File: src/rtl/pipe_hazard_ctrl.sv
// pipe_hazard_ctrl: pipeline stall/flush control with data-memory wait and timeout FSM
module pipe_hazard_ctrl #(
  parameter int TIMEOUT = 64
) (
  input  logic        clk,
  input  logic        reset,
  input  logic        idex_memread,
  input  logic [4:0]  idex_rt,
  input  logic [4:0]  ifid_rs,
  input  logic [4:0]  ifid_rt,
  input  logic        exmem_memread,
  input  logic        exmem_memwrite,
  input  logic        dmem_ready,
  input  logic        branch_taken,
  output logic        dmem_req,
  output logic        pc_en,
  output logic        ifid_en,
  output logic        idex_en,
  output logic        exmem_en,
  output logic        ifid_flush,
  output logic        idex_flush,
  output logic        memwb_flush,
  output logic        mem_timeout,
  output logic [15:0] stall_cnt
);
  localparam int CW = $clog2(TIMEOUT + 1);
  typedef enum logic [1:0] {RUN, MEM_WAIT, ERR} state_t;
  state_t state_q, state_d, cur;
  logic [CW-1:0] wcnt_q, wcnt_d;
  logic mem_timeout_q, mem_timeout_d;
  logic [15:0] stall_cnt_q, stall_cnt_d;
  logic mem_stall, load_use;
  // Outputs decode the state as RUN while reset is held; priority ERR > mem stall > branch > load-use
  always_comb begin
    cur = reset ? RUN : state_q;
    dmem_req = (cur == MEM_WAIT) || (cur == RUN && (exmem_memread || exmem_memwrite));
    mem_stall = (cur == ERR) || (dmem_req && !dmem_ready);
    load_use = idex_memread && (idex_rt != 5'd0) && (idex_rt == ifid_rs || idex_rt == ifid_rt);
    pc_en = !mem_stall && (branch_taken || !load_use);
    ifid_en = pc_en;
    idex_en = !mem_stall;
    exmem_en = !mem_stall;
    ifid_flush = !mem_stall && branch_taken;
    idex_flush = !mem_stall && (branch_taken || load_use);
    memwb_flush = mem_stall;
  end
  // Next state, wait counter, sticky timeout and saturating stall counter
  always_comb begin
    state_d = state_q;
    wcnt_d = wcnt_q;
    mem_timeout_d = mem_timeout_q;
    stall_cnt_d = (!pc_en && stall_cnt_q != 16'hFFFF) ? stall_cnt_q + 16'd1 : stall_cnt_q;
    case (state_q)
      RUN: if (mem_stall) begin
        state_d = (TIMEOUT <= 1) ? ERR : MEM_WAIT;
        wcnt_d = CW'(1);
        mem_timeout_d = (TIMEOUT <= 1);
      end
      MEM_WAIT: if (dmem_ready) begin
        state_d = RUN;
        wcnt_d = '0;
      end else begin
        wcnt_d = wcnt_q + CW'(1);
        state_d = (wcnt_d == CW'(TIMEOUT)) ? ERR : MEM_WAIT;
        mem_timeout_d = (wcnt_d == CW'(TIMEOUT));
      end
      default: state_d = ERR;
    endcase
  end
  // State registers with synchronous reset
  always_ff @(posedge clk) begin
    if (reset) begin
      state_q <= RUN;
      wcnt_q <= '0;
      mem_timeout_q <= 1'b0;
      stall_cnt_q <= 16'd0;
    end else begin
      state_q <= state_d;
      wcnt_q <= wcnt_d;
      mem_timeout_q <= mem_timeout_d;
      stall_cnt_q <= stall_cnt_d;
    end
  end
  assign mem_timeout = mem_timeout_q;
  assign stall_cnt = stall_cnt_q;
endmodule

File: config.mk
export PLATFORM = sky130hd
export DESIGN_NAME = pipe_hazard_ctrl
export DESIGN_NICKNAME = d
export VERILOG_FILES = /design/src/rtl/pipe_hazard_ctrl.sv
export SDC_FILE = /design/constraint.sdc
export NUM_CORES = 1
export LEC_CHECK = 0
export ABC_CLOCK_PERIOD_IN_PS = 2400
export BUFFER_PORTS_ARGS = -buffer_cell sky130_fd_sc_hd__buf_4
export CAP_MARGIN = 25
export CORE_ASPECT_RATIO = 0.75
export CORE_UTILIZATION = 42
export DETAILED_ROUTE_END_ITERATION = 8
export PLACE_DENSITY = 0.73
export SETUP_SLACK_MARGIN = 0.15
export SLEW_MARGIN = 25
export SYNTH_ARGS = -nofsm -noshare
export SYNTH_HDL_FRONTEND = slang
export SYNTH_SLANG_ARGS = --single-unit
File: constraint.sdc
create_clock -name clk -period 2.4 [get_ports clk]
set_input_delay 0.12 -clock clk [delete_from_list [all_inputs] [get_ports clk]]
set_output_delay 0.12 -clock clk [all_outputs]
set_load 0.02 [all_outputs]
Word level (Yosys, flattened, before mapping)
Cells that the tools add are included.

cells by class
  reductions and logical operators = 24
  $add $sub $neg = 2
  equal/unequal tests = 9
  mux-type cells = 11

operator list
  kind                                           count
  adder 16 x 1 -> 16 bit, second input constant  1
  inequality test 16 bit, second input constant  1
  2-to-1 mux 7 bit                               2
  case mux 7 bit (2 select lines)                1
  == test 5 bit                                  2
  logical AND 1 bit                              8
  2-to-1 mux 2 bit                               4
  adder 7 x 1 -> 7 bit, second input constant    1
  == test 7 bit, second input constant           1
  logical OR 1 bit                               6
  nonzero test 5 bit                             1
  == test 2 x 1 -> 1 bit, second input constant  2
  logical NOT 1 bit                              4
  logical NOT 2 bit                              2
  inequality test 2 bit, second input constant   2
  case mux 2 bit (2 select lines)                1
  AND reduction 3 bit                            1
  == test 2 bit, second input constant           1
  2-to-1 mux 1 bit                               2
  case mux 1 bit (2 select lines)                1
  AND reduction 2 bit                            1
  nonzero test 2 bit                             1

storage, ports and cells
  word-level logic and storage cells = 50
  register bits = 26
  output and inout bits = 25

Longest topological paths before layout
Gate-level depths: netlist of the first run.

  word-level depth = 10
  gate-level depth with buffers = 8
  mapped depth without buffers = 6

Worst setup path before layout of the first run
OpenSTA, ideal clock, no wires.

  path kind = register to register
  from = register state_q[0]
  to = register stall_cnt_q[0] (netlist: stall_cnt[0])
  required time = 2.330 ns
  buffers on the path = 2
  setup time = 0.070 ns
  clock period less this slack = 2.021 ns
  stages on the path, launching flop included = 9
  arrival time = 1.950 ns
  slack = 0.379 ns
  cell sequence = dfxtp_1 > nor2b_1 > o311a_1 > nor2_2 > o31a_4 > buf_6 > buf_2 > o21ai_0 > a21oi_1

on the way
  longest elaborated chain between the ends = 10
  elaborated cells between the ends (all ways) = 12
  those cells by class = eq/ne: 2; mux: 1; reduce/logical: 9

RTL lines
  item                      line  text
  start: declaration        28    state_t state_q, state_d, cur;
  start signal: assignment  78    state_q <= state_d;
  2-to-1 mux 2 bit *        35    cur = reset ? RUN : state_q;
  logical NOT 2 bit         36    dmem_req = (cur == MEM_WAIT) || (cur == RUN && (exmem_memread || exmem_memwrite));
  logical AND 1 bit         36
  logical OR 1 bit          36
  logical AND 1 bit         37    mem_stall = (cur == ERR) || (dmem_req && !dmem_ready);
  logical OR 1 bit *        37
  logical NOT 1 bit *       n/a
  via exmem_en              19    output logic exmem_en,
  logical AND 1 bit *       39    pc_en = !mem_stall && (branch_taken || !load_use);
  via ifid_en               17    output logic ifid_en,
  logical NOT 1 bit *       52    stall_cnt_d = (!pc_en && stall_cnt_q != 16'hFFFF) ? stall_cnt_q + 16'd1 : stall_cnt_q;
  logical AND 1 bit *       52
  end signal: assignment    81    stall_cnt_q <= stall_cnt_d;
  end: declaration          31    logic [15:0] stall_cnt_q, stall_cnt_d;

Mark *: on every way through the listed nets, which the timed path passes. The rest lies on a longest branch.
A chain may end at the register's enable or synchronous reset.

Final worst setup path of the first run
  from = register state_q[0]
  to = output pc_en

on the way
  longest elaborated chain between the ends = 8
  elaborated cells between the ends (all ways) = 10
  those cells by class = eq/ne: 2; mux: 1; reduce/logical: 7

RTL lines
  item                 line  text
  2-to-1 mux 2 bit *   35
  logical NOT 2 bit    36
  logical AND 1 bit    36
  logical OR 1 bit     36
  logical AND 1 bit    37
  logical OR 1 bit *   37
  logical NOT 1 bit *  39
  logical AND 1 bit *  39
  end: declaration     16    output logic pc_en,

Mark *: on every way between the ends. The rest lies on a longest branch, timed or not.

==> qor.yml, run 1 <==
status: "finished clean"
power_frac_clock_pct: 29.5
layout_commonest_cell: "buf_4"
worstPathRequired_ps: 2280
grt_antenna_before_repair: 0
io_buffers: 46
synth_area_mm2: 0.001614
n_fill_cell: 368
ant_nets: 0
clk-insertion-delay-late_ps: 270
post_cts_buffers: 0
initial_core_util_pct: 44.09
cts_tree: "built"
fin_crit_ps: 2078
synth.avg_cell_area_um2: 8.363
endpoint: "pc_en"
numCtsBuffers: 3
place.gp.congestion: 0.7639
synth_async_sr_flop_share_pct: 0
synth_edf_count: 0
area_growth_pct: 25.58
p_seq_share_pct: 53.3
max_clock_freq_mhz: 481.2
r2r-end: "stall_cnt[15]"
holdBufCountCts: 0
startpoint_type: "flop"
htreeDepth: 1
utilization_pct: 55.37
grt_pass1_wl_mm: 5.858
syn-instance-count: 193
grt_pass1_vias: 1310
grt_max_degree: 32
end_kind: "output pin"
ys_ff_latch: 26
first_pass_iters: 4
setup_ws_ps: 322.0
yosys_warnings: 0
route.detailed.drc: 0
routed_wl_mm: 3.568
grt_overflow_total: 0
fin_nets: 262
antenna_cells: 0
synth_ff_type: "dfxtp_1"
finClkSkew_ps: 1.886
die_y_um: 55.69
holdWs_ps: 217.9
comb_power_share_pct: 17.2
initialDrtViolationCount: 119
cap_violations: 0
arrival_ps: 1960
power.density_mw_per_mm2: 411.2
clkSinkCount: 26
switching_share_pct: 26.22
tightest_slew_ps: 607.0
rr_worst_depth: 6
finalSetupTns_ps: 0
cts_root_buf: "clkbuf_8"
coreArea_mm2: 0.003661
p_sw_w: 0.0002186
relSlewSlack_pct: 59.11
post_drt_wl_per_cell_um: 12.39
pre_cts_ws_ps: 371.3
max-vdd-ir-drop_mv: 0.3546
setup_viol: 0
worstHoldPathType: "primary input to flop"
timing.rr.start: "state_q[0]"
drv_slew: 0
grt.total_usage_pct: 18.10
cpPeakStageDelay_ps: 380
rsz0062_at_grt: "false"
syn-num-nets: 217
fp.dieW_um: 73.58
p_leak_nw: 0.8036
path_max_fanout: 29
cp_num_cells: 5
hold_viol: 0
hpwl_mm: 2.620
timing.final.crit_share_pct: 86.58
cp_num_buf_inv: 1
cp_top_family: "compound AO/OA/AOI/OAI gates"
cts_buffer_depth: 2
path_class: "flop to output pin"
intPower_w: 0.0006150
design.die.area_mm2: 0.004097
layout_common_cells: "buf_4, dfxtp_1, nor2_1"
fp-row-count: 19
reg2reg_slack_ps: 370
synth_cell_types: 41
crit_slowest_cell: "o31a_4"
vias: 1556
ys_seq_area_share_pct: 32.25
via_per_inst: 5.403
cts-resized-gates: 0
drive_gt1_share_pct: 26.27
clk_pin_slew_ps: 90
startpoint: "state_q[0]"
path_cells: "nor2b_1 > o311a_1 > nor2_2 > o31a_4 > buf_4"
ioPinCount: 47
==> power groups by stage <==
stage                     clock, W  combinational [W]  sequential, W
final                     0.000246           0.000144       0.000444
after global routing      0.000273           0.000158       0.000446
after CTS                 0.000256           0.000144       0.000444
after detailed placement         0           0.000144       0.000454
after global placement           0           0.000143       0.000454
after floorplan                  0          0.0000838       0.000456
==> kinds of logic (layout without fill, tap and decap cells) <==
| group | Yosys count | in the layout | share of synthesized area [%] |
|---|---|---|---|
| simple gates | 92 | 92 | 34.73 |
| compound gates | 45 | 45 | 17.83 |
| mux | 5 | 5 | 3.488 |
| buf+inv | 13 | 56 | 4.728 |
| xor+xnor | 10 | 10 | 5.426 |
| flops | 26 | 26 | 32.25 |
| fa+ha+maj | 2 | 2 | 1.550 |
==> worst register-to-register path: stages (launching register included) <==
cell	delay, ps
dfxtp_1	360
nor2b_1	160
o311a_1	340
nor2_2	240
o31a_4	380
nor3_1	130
mux2_1	320
==> sequential cells by signal, summed over array words and instances (netlist names) <==
| signal | flops |
|---|---|
| state_q | 2 |
| mem_timeout | 1 |
| stall_cnt | 16 |
| wcnt_q | 7 |
==> synth_stat cells, types with 2 or more instances <==
| cell type | n | area share [%] |
|---|---|---|
| a22oi_1 | 2 | 0.93 |
| nor4_4 | 3 | 4.0 |
| nor3_2 | 2 | 1.2 |
| dfxtp_1 | 26 | 32 |
| nor2b_1 | 8 | 3.1 |
| inv_1 | 4 | 0.93 |
| nor2_1 | 20 | 4.7 |
| mux2_1 | 4 | 2.8 |
| ha_1 | 2 | 1.6 |
| nand4_1 | 3 | 1.2 |
| o21ai_0 | 7 | 2.2 |
| or4_1 | 10 | 4.7 |
| nand3b_1 | 5 | 2.3 |
| clkbuf_1 | 3 | 0.70 |
| o31ai_1 | 9 | 4.2 |
| and2_1 | 2 | 0.78 |
| a21oi_1 | 18 | 5.6 |
| xor2_1 | 10 | 5.4 |
| nand2_1 | 8 | 1.9 |
| nor3_1 | 4 | 1.2 |
| or3_1 | 4 | 1.6 |
| a211oi_1 | 2 | 0.93 |
| nand3_1 | 12 | 3.7 |
| buf_4 | 3 | 1.4 |
| and3_1 | 5 | 1.9 |
| buf_6 | 2 | 1.4 |
==> routing by layer <==
metal | track usage (%) | vias to the layer above | routed length (um)
met2 | 26.74 | 44 | 1430
met5 | 0 | - | 0
li1 | - | 796 | -
met3 | 4.167 | 2 | 254
met4 | 4.121 | 0 | 18
met1 | 26.55 | 714 | 1864
==> worst min-delay path by stage <==
stage	from	to	slack, ps	cells after the start
floorplan	reset	stall_cnt[14]	340	2
global placement	mem_timeout	mem_timeout	450	2
detailed placement	mem_timeout	mem_timeout	460	2
CTS	dmem_ready	mem_timeout	210	4
global route	dmem_ready	mem_timeout	240	4
finish	dmem_ready	mem_timeout	220	4
==> final cells by class <==
cell class,instances,area (um^2),share of cell area [%]
multi-input combinational,154,1017,50.19
inverter,4,15.01,0.7407
clock buffer,3,41.29,2.037
sequential,26,520.5,25.68
tap,52,65.06,3.210
timing repair buffer,49,367.9,18.15
==> stage by stage <==
| step | total power [W] | instances | instance area [um^2] |
|---|---|---|---|
| after global placement | 0.0005971 | 285 | 1986 |
| after floorplan | 0.0005396 | 193 | 1614 |
| after CTS | 0.0008442 | 288 | 2027 |
| final | 0.0008335 | 288 | 2027 |
| after detailed placement | 0.0005980 | 285 | 1986 |
| after global routing | 0.0008767 | 288 | 2027 |
(Power assumes the default switching activity.)
==> run 2: changes to the inputs <==
CORE_UTILIZATION = 51   (was 42)
PLACE_DENSITY = 0.85   (was 0.73)
==> qor.yml, run 2 (same netlist as run 1, synthesis figures left out) <==
clkSinkCount: 26
initialDrtViolationCount: 50
setup_viol: 0
timing.final.crit_share_pct: 86.87
routed_wl_mm: 3.768
n_fill_cell: 246
cp_num_buf_inv: 1
grt_pass1_vias: 1308
antenna_cells: 0
initial_core_util_pct: 54.20
fp-row-count: 17
pre_cts_ws_ps: 325.5
drive_gt1_share_pct: 26.58
dpl_cell_area_mm2: 0.001968
cts-resized-gates: 0
p_leak_nw: 0.8108
utilization_pct: 67.94
relSlewSlack_pct: 56.24
grt_pass1_wl_mm: 5.940
grt.total_usage_pct: 23.12
cts_root_buf: "clkbuf_8"
holdBufCountCts: 0
design.die.area_mm2: 0.003396
post_drt_wl_per_cell_um: 13.70
hpwl_mm: 2.783
hold_viol: 0
coreArea_mm2: 0.002978
status: "finished clean"
layout_commonest_cell: "buf_4"
design_area_mm2: 0.002023
place.gp.congestion: 0.8211
ioPinCount: 47
numCtsBuffers: 3
multi_input_area_mm2: 0.001017
power.density_mw_per_mm2: 433.5
ant_nets: 0
end_kind: "flop"
critical_path.most_common_cell: "nor4_4"
cap_violations: 0
cpPeakStageDelay_ps: 450
path_cells: "and4_1 > nand2_2 > nor4_4 > buf_4 > nor4_4 > mux2_1"
seq_area_um2: 520.5
cts_buffer_depth: 2
grt_antenna_before_repair: 0
path_class: "flop to flop"
clk-insertion-delay-late_ps: 280
path_max_fanout: 15
crit_slowest_cell: "nor4_4"
cp_top_family: "simple AND/OR/NAND/NOR gates"
max-vdd-ir-drop_mv: 0.3725
fin_crit_ps: 2085
setup_ws_ps: 315.1
largest_register_ffs: 16
io_buffers: 46
htreeDepth: 1
startpoint_type: "flop"
drv_slew: 0
tightest_slew_ps: 649.6
route.detailed.drc: 0
grt_max_degree: 32
vias: 1587
clk_pin_slew_ps: 90
via_per_inst: 5.771
cts_tree: "built"
grt_overflow_total: 0
die_y_um: 50.72
fp.dieW_um: 66.96
arrival_ps: 2250
worstHoldPathType: "primary input to flop"
worstPathRequired_ps: 2560
area_growth_pct: 25.35
rsz0062_at_grt: "false"
layout_common_cells: "buf_4, dfxtp_1, nor2_1"
max_clock_freq_mhz: 479.6
first_pass_iters: 4
holdWs_ps: 204.6
finalSetupTns_ps: 0
fin_nets: 262
finClkSkew_ps: 3.865
post_cts_buffers: 0
-- run 2: cell types whose count changed in the layout (fill, tap and decap cells not counted), sizes merged --
cell    previous run  this run
clkbuf             3         4
-- run 2: final timing paths --
kind                     start      endpoint  slack, ps  cells after the start
setup / recovery  stall_cnt[5]  stall_cnt[7]        320                      6
hold / removal      dmem_ready   mem_timeout        200                      4
setup reg to reg  stall_cnt[5]  stall_cnt[7]        320                      6
hold reg to reg    mem_timeout   mem_timeout        470                      2
-- run 2: area by class of cell --
class	instances	area share, %
clock buffer	4	2.721
tap	38	2.350
multi-input combinational	154	50.28
sequential	26	25.73
inverter	4	0.7421
timing repair buffer	49	18.18
-- run 2: worst min-delay path: cells and delay by family --
| kind | cells | cell delay, ps |
|---|---|---|
| AND/OR/NAND/NOR | 1 | 90 |
| AO/OA/AOI/OAI | 1 | 70 |
| buffers and inverters | 2 | 140 |
-- run 2: routing by layer --
| metal | vias up | share of wire (%) | GRT usage, % |
|---|---|---|---|
| met4 | 0 | 0.98 | 6.383 |
| li1 | 798 | - | - |
| met5 | - | 0 | 0 |
| met1 | 728 | 48 | 30.99 |
| met2 | 56 | 42 | 36.53 |
| met3 | 5 | 8.1 | 5.682 |
-- run 2: power breakdown --
part           switching [W]  leakage [nW]  total [W]  internal [W]
Clock               0.000140        0.0288   0.000287      0.000147
Sequential        0.00000727         0.210   0.000444      0.000437
Combinational      0.0000798         0.572   0.000145     0.0000657
Total               0.000227         0.811   0.000877      0.000650
-- run 2: metrics by stage --
stage               instances  power (W)
finish                    275  0.0008771
global placement          271  0.0005956
global route              275  0.0009136
detailed placement        271  0.0005993
CTS                       275  0.0008844
floorplan                 193  0.0005396
==> run 3: changes to the inputs <==
--- a/config.mk
+++ b/config.mk
@@ -11,5 +11,7 @@
 export CORE_ASPECT_RATIO = 0.75
 export CORE_UTILIZATION = 51
+export CTS_CLUSTER_SIZE = 25
 export DETAILED_ROUTE_END_ITERATION = 8
+export MAX_ROUTING_LAYER = met4
 export PLACE_DENSITY = 0.85
 export SETUP_SLACK_MARGIN = 0.15
==> constraint.sdc (replaced) <==
create_clock -name clk -period 2.4 [get_ports clk]
set_input_delay 0.12 -clock clk [delete_from_list [all_inputs] [get_ports clk]]
set_output_delay 0.12 -clock clk [all_outputs]
set_load 0.05 [all_outputs]
==> qor.yml, run 3 (same netlist as run 1, synthesis figures left out) <==
layout_common_cells: "buf_4, dfxtp_1, nor2_1"
p_leak_nw: 0.8074
worstHoldPathType: "primary input to flop"
grt_use_met3_pct: 6.818
io_buffers: 46
path_class: "flop to output pin"
drive_gt1_share_pct: 26.69
finalSetupTns_ps: 0
design.die.area_mm2: 0.003396
clk-insertion-delay-late_ps: 270
finClkSkew_ps: 0.8616
htreeDepth: 1
arrival_ps: 1920
die_y_um: 50.72
post_drt_wl_per_cell_um: 13.63
ant_nets: 0
cts_buffer_depth: 2
finalNonFillerCells: 274
relSlewSlack_pct: 57.61
rsz0062_at_grt: "false"
antenna_cells: 0
max-vdd-ir-drop_mv: 0.3591
drv_slew: 0
initial_core_util_pct: 54.20
n_fill_cell: 258
cts-resized-gates: 0
numCtsBuffers: 3
dpl_cell_area_mm2: 0.001968
fin_nets: 261
grtUsageMet1_pct: 32.50
multi_input_area_mm2: 0.001025
use_met2_pct: 35.19
status: "finished clean"
fp-row-count: 17
layout_commonest_cell: "buf_4"
first_pass_iters: 4
end_kind: "output pin"
startpoint_type: "flop"
grt_pass1_vias: 1349
power.density_mw_per_mm2: 443.8
clk_pin_slew_ps: 90
hpwl_mm: 2.748
tightest_slew_ps: 629.2
cap_violations: 0
cts_tree: "built"
place.gp.congestion: 0.8289
holdBufCountCts: 0
path_max_fanout: 29
clkSinkCount: 26
grt_max_degree: 32
worstPathRequired_ps: 2280
initialDrtViolationCount: 79
coreArea_mm2: 0.002978
fin_crit_ps: 2037
dp.cells: 270
vias: 1598
largest_register_ffs: 16
setup_viol: 0
design_area_mm2: 0.002023
hold_viol: 0
ioPinCount: 47
route.detailed.drc: 0
routed_wl_mm: 3.735
busiest_layer: "met2"
grt_antenna_before_repair: 0
cts_root_buf: "clkbuf_8"
max_clock_freq_mhz: 490.9
grt_overflow_total: 0
seq_area_um2: 520.5
fp.dieW_um: 66.96
via_per_inst: 5.832
grt.total_usage_pct: 23.84
utilization_pct: 67.94
timing.final.crit_share_pct: 84.87
post_cts_buffers: 0
area_growth_pct: 25.35
grt_pass1_wl_mm: 6.023
run 3: cell count changes in the layout (fill, tap and decap cells not counted):
cell    delta
nor2_4     +1
nor2_1     -1
buf_4      -1
run 3: worst paths after layout:
path / start / endpoint / slack [ps] / depth (start not counted)
worst max-delay path: state_q[0] / pc_en / 360 / 5
worst min-delay path: dmem_ready / mem_timeout / 210 / 4
worst max register to register: stall_cnt[5] / stall_cnt[15] / 430 / 6
worst min register to register: mem_timeout / mem_timeout / 470 / 2
run 3: power breakdown:
group	switching [W]	total, W	leakage [nW]	internal [W]
sequential	0.00000698	0.000444	0.210	0.000437
combinational	0.000108	0.000175	0.568	0.0000665
clock	0.000133	0.000279	0.0288	0.000147
run 3: final cells by class:
| type | count | area share, % |
|---|---|---|
| Clock buffer | 4 | 2.721 |
| Inverter | 4 | 0.7421 |
| Multi-Input combinational cell | 154 | 50.65 |
| Sequential cell | 26 | 25.73 |
| Tap cell | 38 | 2.350 |
| Timing Repair Buffer | 48 | 17.81 |
run 3: per-stage QoR:
stage	setup WS [ps]	hold slack (ps)	total power (W)
floorplan	161.4	336.7	0.0005690
global placement	433.5	446.0	0.0006258
detailed placement	423.6	454.2	0.0006278
CTS	369.0	200.0	0.0009055
global route	280.3	228.1	0.0009363
finish	363.0	206.6	0.0008979
run 3: metal layers:
layer | wire (um) | part of all wire, % | vias to the layer above
met5 | 0 | 0 | -
met4 | 28 | 0.75 | 0
li1 | - | - | 796
met1 | 1786 | 48 | 730
met3 | 382 | 10 | 4
met2 | 1538 | 41 | 68
run 3: worst max-delay path, stage by stage (launching register included):
cell	delay [ps]
dfxtp_1	360
nor2b_1	160
o311a_1	350
nor2_4	150
o31a_4	350
buf_4	260
